## config.mk

```make
export PLATFORM = sky130hd
export DESIGN_NAME = quad_encoder_gen_flat
export DESIGN_NICKNAME = d
export VERILOG_FILES = /design/src/rtl/quad_encoder_gen_if.sv /design/src/rtl/quad_encoder_gen.sv /design/src/flat_wrapper.sv
export SDC_FILE = /design/constraint.sdc
export NUM_CORES = 1
export LEC_CHECK = 0
export CELL_PAD_IN_SITES_DETAIL_PLACEMENT = 0
export CELL_PAD_IN_SITES_GLOBAL_PLACEMENT = 1
export CORE_ASPECT_RATIO = 1.4
export CORE_MARGIN = 2
export CORE_UTILIZATION = 42
export CTS_CLUSTER_SIZE = 25
export DETAILED_ROUTE_END_ITERATION = 7
export MAX_ROUTING_LAYER = met4
export PLACE_DENSITY_LB_ADDON = 0.1
export SLEW_MARGIN = 5
export SYNTH_ARGS = -nofsm -noshare
export SYNTH_HDL_FRONTEND = slang
export SYNTH_SLANG_ARGS = --single-unit
```

## constraint.sdc

```tcl
create_clock -name clk -period 2.71 [get_ports clk]
set_input_delay 0.542 -clock clk [delete_from_list [all_inputs] [get_ports clk]]
set_output_delay 0.542 -clock clk [all_outputs]
set_load 0.02 [all_outputs]
```

## src/rtl/quad_encoder_gen_if.sv

```systemverilog
// Request/status bundle of the quadrature encoder emulator.
// LW must equal $clog2(DEPTH)+1 of the attached quad_encoder_gen.
interface quad_encoder_gen_if #(
    parameter int LW = 3
);
    logic          L_pulse;
    logic          R_pulse;
    logic          press_req;
    logic          key_a;
    logic          key_b;
    logic          key_o;
    logic          busy;
    logic          overflow;
    logic [LW-1:0] level;

    modport master (
        output L_pulse, R_pulse, press_req,
        input  key_a, key_b, key_o, busy, overflow, level
    );

    modport slave (
        input  L_pulse, R_pulse, press_req,
        output key_a, key_b, key_o, busy, overflow, level
    );
endinterface

```

## src/rtl/quad_encoder_gen.sv

```systemverilog
// EC11 rotary encoder + push-button emulator with a step-request FIFO.
// Define QGEN_BOUNCE_EN to add 7-cycle contact bounce on every edge.
module quad_encoder_gen #(
    parameter int DWELL     = 12000,
    parameter int DEPTH     = 4,
    parameter int PRESS_CYC = 120000
) (
    input logic              clk,
    input logic              rst,
    quad_encoder_gen_if.slave bus
);
    localparam int AW = $clog2(DEPTH);
    localparam int LW = AW + 1;
    localparam int PW = $clog2(PRESS_CYC + 1);

    typedef enum logic [2:0] {IDLE, PH1, PH2, PH3, PH4, GAP} seq_t;
    typedef enum logic {P_IDLE, P_HOLD} prs_t;

    logic l_q, r_q, p_q;

    always_ff @(posedge clk) begin
        if (rst) begin
            l_q <= 1'b0;
            r_q <= 1'b0;
            p_q <= 1'b0;
        end else begin
            l_q <= bus.L_pulse;
            r_q <= bus.R_pulse;
            p_q <= bus.press_req;
        end
    end

    logic [DEPTH-1:0] mem;
    logic [AW-1:0]    wr_ptr, rd_ptr;
    logic [LW-1:0]    level_q;
    logic             ovf_q;
    logic             pop, push, full, req_one, req_both;

    assign full     = (level_q == LW'(DEPTH));
    assign req_one  = l_q ^ r_q;
    assign req_both = l_q & r_q;
    assign push     = req_one && (!full || pop);

    always_ff @(posedge clk) begin
        if (rst) begin
            wr_ptr  <= '0;
            rd_ptr  <= '0;
            level_q <= '0;
            ovf_q   <= 1'b0;
        end else begin
            if (push) begin
                mem[wr_ptr] <= r_q;
                wr_ptr      <= wr_ptr + 1'b1;
            end
            if (pop)
                rd_ptr <= rd_ptr + 1'b1;
            if (push && !pop)
                level_q <= level_q + 1'b1;
            else if (!push && pop)
                level_q <= level_q - 1'b1;
            ovf_q <= req_both | (req_one & full & ~pop);
        end
    end

    seq_t        state, state_n;
    logic [15:0] cnt;
    logic        dir;
    logic [1:0]  ab;
    logic        busy_c;

    always_ff @(posedge clk) begin
        if (rst) begin
            state <= IDLE;
            cnt   <= '0;
            dir   <= 1'b0;
        end else begin
            state <= state_n;
            if (pop)
                dir <= mem[rd_ptr];
            if (state_n != state)
                cnt <= 16'(DWELL - 1);
            else if (cnt != 16'd0)
                cnt <= cnt - 16'd1;
        end
    end

    // GAP chains straight into PH1 so queued steps run every 5*DWELL.
    always_comb begin
        state_n = state;
        pop     = 1'b0;
        unique case (state)
            IDLE: begin
                if (level_q != '0) begin
                    pop     = 1'b1;
                    state_n = PH1;
                end
            end
            PH1: if (cnt == 16'd0) state_n = PH2;
            PH2: if (cnt == 16'd0) state_n = PH3;
            PH3: if (cnt == 16'd0) state_n = PH4;
            PH4: if (cnt == 16'd0) state_n = GAP;
            GAP: begin
                if (cnt == 16'd0) begin
                    if (level_q != '0) begin
                        pop     = 1'b1;
                        state_n = PH1;
                    end else begin
                        state_n = IDLE;
                    end
                end
            end
            default: state_n = IDLE;
        endcase
    end

    // ab = {A, B}; dir=1 is clockwise (A leads).
    always_comb begin
        ab = 2'b11;
        unique case (state)
            PH1:     ab = dir ? 2'b01 : 2'b10;
            PH2:     ab = 2'b00;
            PH3:     ab = dir ? 2'b10 : 2'b01;
            default: ab = 2'b11;
        endcase
        busy_c = (state != IDLE) || (level_q != '0);
    end

    prs_t          pst, pst_n;
    logic [PW-1:0] pcnt;
    logic          key_t;

    always_ff @(posedge clk) begin
        if (rst) begin
            pst  <= P_IDLE;
            pcnt <= '0;
        end else begin
            pst <= pst_n;
            if (pst == P_IDLE && pst_n == P_HOLD)
                pcnt <= PW'(PRESS_CYC - 1);
            else if (pcnt != '0)
                pcnt <= pcnt - 1'b1;
        end
    end

    always_comb begin
        pst_n = pst;
        unique case (pst)
            P_IDLE:  if (p_q) pst_n = P_HOLD;
            P_HOLD:  if (pcnt == '0) pst_n = P_IDLE;
            default: pst_n = P_IDLE;
        endcase
    end

    always_comb begin
        key_t = (pst != P_HOLD);
    end

`ifdef QGEN_BOUNCE_EN
    logic [1:0] last_ab, chg_ab;
    logic       last_o;
    logic [2:0] sb, pb;

    // Odd counter values show the old level: new,old,...,new over 7 cycles.
    always_ff @(posedge clk) begin
        if (rst) begin
            last_ab <= 2'b11;
            chg_ab  <= 2'b00;
            last_o  <= 1'b1;
            sb      <= '0;
            pb      <= '0;
        end else begin
            last_ab <= ab;
            last_o  <= key_t;
            if (ab != last_ab) begin
                sb     <= 3'd5;
                chg_ab <= ab ^ last_ab;
            end else if (sb != 3'd0) begin
                sb <= sb - 3'd1;
            end
            if (key_t != last_o)
                pb <= 3'd5;
            else if (pb != 3'd0)
                pb <= pb - 3'd1;
        end
    end

    assign bus.key_a = ab[1] ^ (chg_ab[1] & sb[0]);
    assign bus.key_b = ab[0] ^ (chg_ab[0] & sb[0]);
    assign bus.key_o = key_t ^ pb[0];
`else
    assign bus.key_a = ab[1];
    assign bus.key_b = ab[0];
    assign bus.key_o = key_t;
`endif

    assign bus.busy     = busy_c;
    assign bus.overflow = ovf_q;
    assign bus.level    = level_q;
endmodule
```

## src/flat_wrapper.sv

```systemverilog
// flat-port wrapper written by rule: the top's interface ports become plain ports
module quad_encoder_gen_flat 
#(
    parameter int DWELL     = 12000,
    parameter int DEPTH     = 4,
    parameter int PRESS_CYC = 120000
)
  (clk, rst, bus_L_pulse, bus_R_pulse, bus_press_req, bus_key_a, bus_key_b, bus_key_o, bus_busy, bus_overflow, bus_level);
  quad_encoder_gen_if bus_i ();
  input logic clk;
  input logic rst;
  input wire logic [$bits(bus_i.L_pulse)-1:0] bus_L_pulse;
  input wire logic [$bits(bus_i.R_pulse)-1:0] bus_R_pulse;
  input wire logic [$bits(bus_i.press_req)-1:0] bus_press_req;
  output wire logic [$bits(bus_i.key_a)-1:0] bus_key_a;
  output wire logic [$bits(bus_i.key_b)-1:0] bus_key_b;
  output wire logic [$bits(bus_i.key_o)-1:0] bus_key_o;
  output wire logic [$bits(bus_i.busy)-1:0] bus_busy;
  output wire logic [$bits(bus_i.overflow)-1:0] bus_overflow;
  output wire logic [$bits(bus_i.level)-1:0] bus_level;
  assign bus_i.L_pulse = bus_L_pulse;
  assign bus_i.R_pulse = bus_R_pulse;
  assign bus_i.press_req = bus_press_req;
  assign bus_key_a = bus_i.key_a;
  assign bus_key_b = bus_i.key_b;
  assign bus_key_o = bus_i.key_o;
  assign bus_busy = bus_i.busy;
  assign bus_overflow = bus_i.overflow;
  assign bus_level = bus_i.level;
  quad_encoder_gen #(.DWELL(DWELL), .DEPTH(DEPTH), .PRESS_CYC(PRESS_CYC)) u_core (.clk(clk), .rst(rst), .bus(bus_i));
endmodule
```

Yosys cells after proc, flatten, opt, wreduce, memory -nomap -nowiden

Index checks and enable logic that the tools add are counted.

Register bits after elaboration: 53
RAM bits: 0
Output and inout port bits: 8
Latch bits: 0
Memories: 0
ROM bits: 0

Shift-type cells: 0
$add $sub $neg: 6
Reduce and logical (&&, ||, !) cells: 23
Div/mod/pow operators: 0
Eq/ne operators: 7
Multiplexer cells: 28
$lt $le $gt $ge: 3
Multipliers: 0
Bitwise logic cells: 8

Operator list:

| operator                                            | number |
|---|---|
| 2-to-1 mux 17 bit                                   | 2 |
| 2-to-1 mux 14 bit                                   | 2 |
| 2-to-1 mux 3 bit                                    | 8 |
| one-hot mux 3 bit (6 select lines)                  | 1 |
| zero test 17 bit                                    | 1 |
| nonzero test 17 bit                                 | 1 |
| subtractor 17 x 1 -> 17 bit, second input constant  | 1 |
| zero test 16 bit                                    | 1 |
| nonzero test 16 bit                                 | 1 |
| subtractor 16 x 1 -> 16 bit, second input constant  | 1 |
| equality test 3 bit, second input constant          | 3 |
| 2-to-1 mux 1 bit                                    | 7 |
| equality test 3 x 2 -> 1 bit, second input constant | 2 |
| < comparator 2 x 3 -> 1 bit, second input constant  | 2 |
| one-hot mux 2 bit (3 select lines)                  | 1 |
| nonzero test 2 bit                                  | 3 |
| nonzero test 3 bit                                  | 2 |
| logical AND 1 bit                                   | 5 |
| adder 2 x 1 -> 2 bit, second input constant         | 2 |
| bitwise mux 4 bit                                   | 1 |
| 2-to-1 mux 2 bit                                    | 2 |
| one-hot mux 1 bit (2 select lines)                  | 2 |
| OR reduction 2 bit                                  | 2 |
| adder 3 x 1 -> 3 bit, second input constant         | 1 |
| 14 further kinds                                    | 21 |

Depth between registers and ports, before layout

Word-level depth: 10
Mapped depth: 12
Mapped depth without buffers: 12

Worst setup path after synthesis

Ideal clock, no wire load.

Path kind: reg-to-reg
Start point: reg u_core.state[0]
End point: reg u_core.level_q[2], in the netlist u_core.bus.level[2]
Path slack: 0.043 ns
Arrival: 2.596 ns
Setup time: 0.070 ns
Data required time: 2.640 ns
Cell stages (with the launch flop): 11
Clock period less this slack: 2.667 ns
Path buffers: 1
Path through: dfxtp_1 -> clkbuf_1 -> nor4bb_1 -> nand4_1 -> o21ai_1 -> ha_1 -> inv_1 -> fa_1 -> xor2_1 -> or3_1 -> a21oi_1

Longest elaborated chain between the ends: 7

RTL lines:

| element                                                       | line                   | text |
|---|---|---|
| from (decl)                                                   | quad_encoder_gen.sv:65 | `seq_t state, state_n;` |
| from (signal assigned)                                        | quad_encoder_gen.sv:77 | `state <= state_n;` |
| equality test 3 bit / zero test 3 bit (equally long branches) | quad_encoder_gen.sv:91 | `unique case (state)` |
| one-hot mux 1 bit (2 select lines) (*)                        | quad_encoder_gen.sv:91 |  |
| logical OR 1 bit                                              | quad_encoder_gen.sv:42 | `assign push = req_one && (!full \|\| pop);` |
| logical AND 1 bit                                             | quad_encoder_gen.sv:42 |  |
| zero test 1 bit                                               | quad_encoder_gen.sv:59 | `else if (!push && pop)` |
| logical AND 1 bit                                             | quad_encoder_gen.sv:59 |  |
| nonzero test 2 bit (no source line)                           | n/a                    |  |
| to (signal assigned)                                          | quad_encoder_gen.sv:58 | `level_q <= level_q + 1'b1;` |
| to (signal assigned)                                          | quad_encoder_gen.sv:60 | `level_q <= level_q - 1'b1;` |
| to (decl)                                                     | quad_encoder_gen.sv:35 | `logic [LW-1:0] level_q;` |

Every way passes the cells marked *; elsewhere a longest branch is shown, timed or not.
A chain may end at the register's enable or synchronous reset.

Worst setup path in the final report

Start point: reg u_core.state[1]
End point: out bus_busy

Longest elaborated chain between the ends: 2

RTL lines:

| element            | line                    | text |
|---|---|---|
| nonzero test 3 bit | quad_encoder_gen.sv:125 | `busy_c = (state != IDLE) \|\| (level_q != '0);` |
| logical OR 1 bit   | quad_encoder_gen.sv:125 |  |
| to (decl)          | flat_wrapper.sv:18      | `output wire logic [$bits(bus_i.busy)-1:0] bus_busy;` |

Every way passes these cells.

==> summary.md <==
| Metric | Value |
|---|---|
| Status | finished, final reports clean |
| Tcrit/Tclk final | 0.928 |
| Router iterations before antenna repair | 4 |
| RSZ-0062 raised after global routing | false |
| Max clock buf depth | 2 |
| Critical-path maximum fanout | 11 |
| Grt ovf | 0 |
| Peak Freq | ~0.4 GHz |
| Initial Util | 0.435 |
| Wire per inst | 14.0 microns |
| Vias per inst | ~5.4 |
| Worst relative slew slack | 0.646 |
| Final WS setup | 194 ps |
| # fillers | 597 |
| DIE WIDTH | 71.8 microns |
| Levels on crit path | 4 |
| Worst EP required | roughly 2200 ps |
| IO Pins | 13 |
| Row count | 34 |
| Total track usage | 0.175 |
| # setup viols final | 0 |
| CP top delay family | buffers and inverters |
| CP bufs+invs | 2 |
| HP Class | reg2reg |
| Share of layout cells above drive strength 1 | 0.132 |
| Number of H-tree levels | 2 |
| Max-cap violations | 0 |
| Hold_buf cts | 0 |
| Drt total wl | between 5000 and 6000 microns |
| Die Area | 7100 sq um |
| Antenna-violating nets left | 0 |
| Async S/R FF share, synth | 0 |
| Register area share after synthesis | 0.408 |
| Number of synthesized register bits | 53 |
| Lkg Pwr | 1.10 nW |
| Avg Inst Size Synth | 9.03 sq um |
| Slowest cell on crit path | clkdlybuf4s50_1 |
| Slew @ Worst Pin | 529 ps |
| Hold Crit Depth | 2 |
| DP Worst Slack | 194 ps |
| Synthesized instance count | 299 |
| Peak supply drop | 0.000415 V |
| Yosys warns | 0 |
| Clock Sinks | 53 |
| Pwr Total | 2.94 mW |
| Pwr/cell area | between 900 and 1000 nW/um^2 |
| Nets | 333 |
| Commonest non-fill, non-tap cell in the layout | dfxtp_1 |
| CP endpoint kind | primary output |
| Area Growth Syn to Fin | 13.8% |
| Minimum clock period | 2520 ps |
| Routability Congestion | 0.793 |
| Synth unique cells | 51 |
| Crit path DAT | 1970 ps |
| Post-synth EDFFs | 4 |
| Vias | between 2000 and 2500 |
| Commonest non-fill, non-tap cells in the layout | 48 x dfxtp_1, 30 x nor2_1, 22 x xnor2_1, 22 x a21oi_1, 16 x nor3_1 |
| Die span in y | between 90 and 100 microns |
| DRC Markers | 0 |
| Crit start category | register |
| Diode count | 0 |
| Worst-Skew Late Latency | 310 ps |
| Mapped Area | 2700 sq um |
| Layout Skew | roughly 6.9 ps |
| Max stage delay on crit path | 610 ps |
| CTS Buf Count | 5 |
| Starting DRT DRC Count | 40 |
| Sum Neg Setup Slack | 0 ps |
| Post-detail-place hpwl | 4050 microns |
| Number of global-route vias before repair | 2081 |
| Final Hold Viols | 0 |
| Syn_nets | 314 |
| Core Area | ~6200 sq um |
| Ys flop type | dfxtp_1 |
| CP Cell Sequence | nor3_2 > and2_1 > inv_1 > clkdlybuf4s50_1 |
| Initial antenna violation count | 0 |
| Critical path class | reg2out |
| Pin count of the biggest net entering global routing | 17 |
| First-pass GRT wire length | 9670 microns |
| CTS tree | built |
| Clock Pin Slew Worst Setup and Hold Paths | roughly 100 ps |
| Clk root buf | clkbuf_8 |
| R2R cell count | 11 |
| Port Buffers | 12 |
| Pins Over Slew Limit | 0 |
## registers in the layout, summed over array words and instances, names as in the netlist
name                 count
u_core.cnt              16
u_core.p_q               1
u_core.bus.overflow      1
u_core.dir               1
u_core.r_q               1
u_core.pst               1
u_core.l_q               1
u_core.state             3
u_core.bus.level         3
u_core.mem               4
u_core.pcnt             17
u_core.wr_ptr            2
u_core.rd_ptr            2
## layer usage
layer  wire [microns]  part of all wire  track usage
met1             2480              0.45        0.196
met2             2750              0.50        0.301
met3              128             0.023       0.0337
met4              131             0.024       0.0697
met5                0                 0            -
## path summary, 6_finish.rpt
kind | startpoint | endpoint | slack, ps
setup reg to reg | u_core.cnt[1] | u_core.bus.level[2] | 250
hold reg to reg | u_core.pst | u_core.pst | 460
hold / removal | u_core.pst | u_core.pst | 460
setup / recovery | u_core.state[1] | bus_busy | 190
## power by group
group | internal (mW) | switching, mW
combinational | 0.612 | 0.646
clock | 0.208 | 0.270
sequential | 0.977 | 0.229
total | 1.80 | 1.14
## through the flow
stage          utilization  instances  instance area, sq um  hold WS (ps)
3_3_place_gp         0.476        383                  2960           445
3_5_place_dp         0.476        383                  2960           449
6_report             0.495        391                  3070           462
4_1_cts              0.492        391                  3060           463
2_1_floorplan            -        299                  2700           436
5_1_grt              0.495        391                  3070           514
## worst min-delay path: stages (launching register included)
cell	delay [ps]
dfxtp_1	320
nand2_1	50
a21oi_1	50
## area by class of cell
class,count,area (sq um),area share
multi-input combinational,221,1520,0.495
sequential,53,1100,0.359
timing repair buffer,25,218,0.0708
tap,72,90.1,0.0293
clock buffer,6,82.6,0.0269
inverter,12,45.0,0.0147
clock inverter,2,13.8,0.00448
## synthesized netlist by cell type, drive strengths merged (2+ instances only)
master | number | share of area
ha | 9 | 0.042
dfxtp | 49 | 0.36
nor3b | 2 | 0.0056
nor3 | 18 | 0.035
a211oi | 3 | 0.0083
mux2i | 4 | 0.015
a21oi | 22 | 0.041
clkbuf | 10 | 0.014
o21bai | 2 | 0.0056
edfxtp | 4 | 0.044
or4 | 7 | 0.021
xnor2 | 22 | 0.071
nand4 | 3 | 0.0069
buf | 3 | 0.0046
nor2 | 30 | 0.042
nor4b | 2 | 0.0065
nand2 | 13 | 0.018
nand2b | 6 | 0.014
and2 | 6 | 0.014
inv | 12 | 0.017
xor2 | 5 | 0.016
o21ai | 15 | 0.028
nor4 | 15 | 0.054
or3 | 9 | 0.023
or3b | 2 | 0.0065
nor2b | 7 | 0.016
mux2 | 2 | 0.0083
a31oi | 2 | 0.0046
## cell families (layout without fill, tap and decap cells)
family                   count (synthesis)  in the layout  share of synthesized area
AND/OR/NAND/NOR                        125            125                      0.277
flip-flops                              53             53                      0.408
AO/OA/AOI/OAI                           52             52                      0.112
XOR/XNOR                                27             27                     0.0875
buffers and inverters                   25             45                     0.0352
adder cells (fa/ha/maj)                 10             10                     0.0491
multiplexers                             7              7                     0.0315
## what timing repair did
action	in CTS	in global routing
setup endpoints to repair	0	2
setup buffers	0	0
resized for setup	0	5
Note: power is estimated with default switching activity, not from simulation.
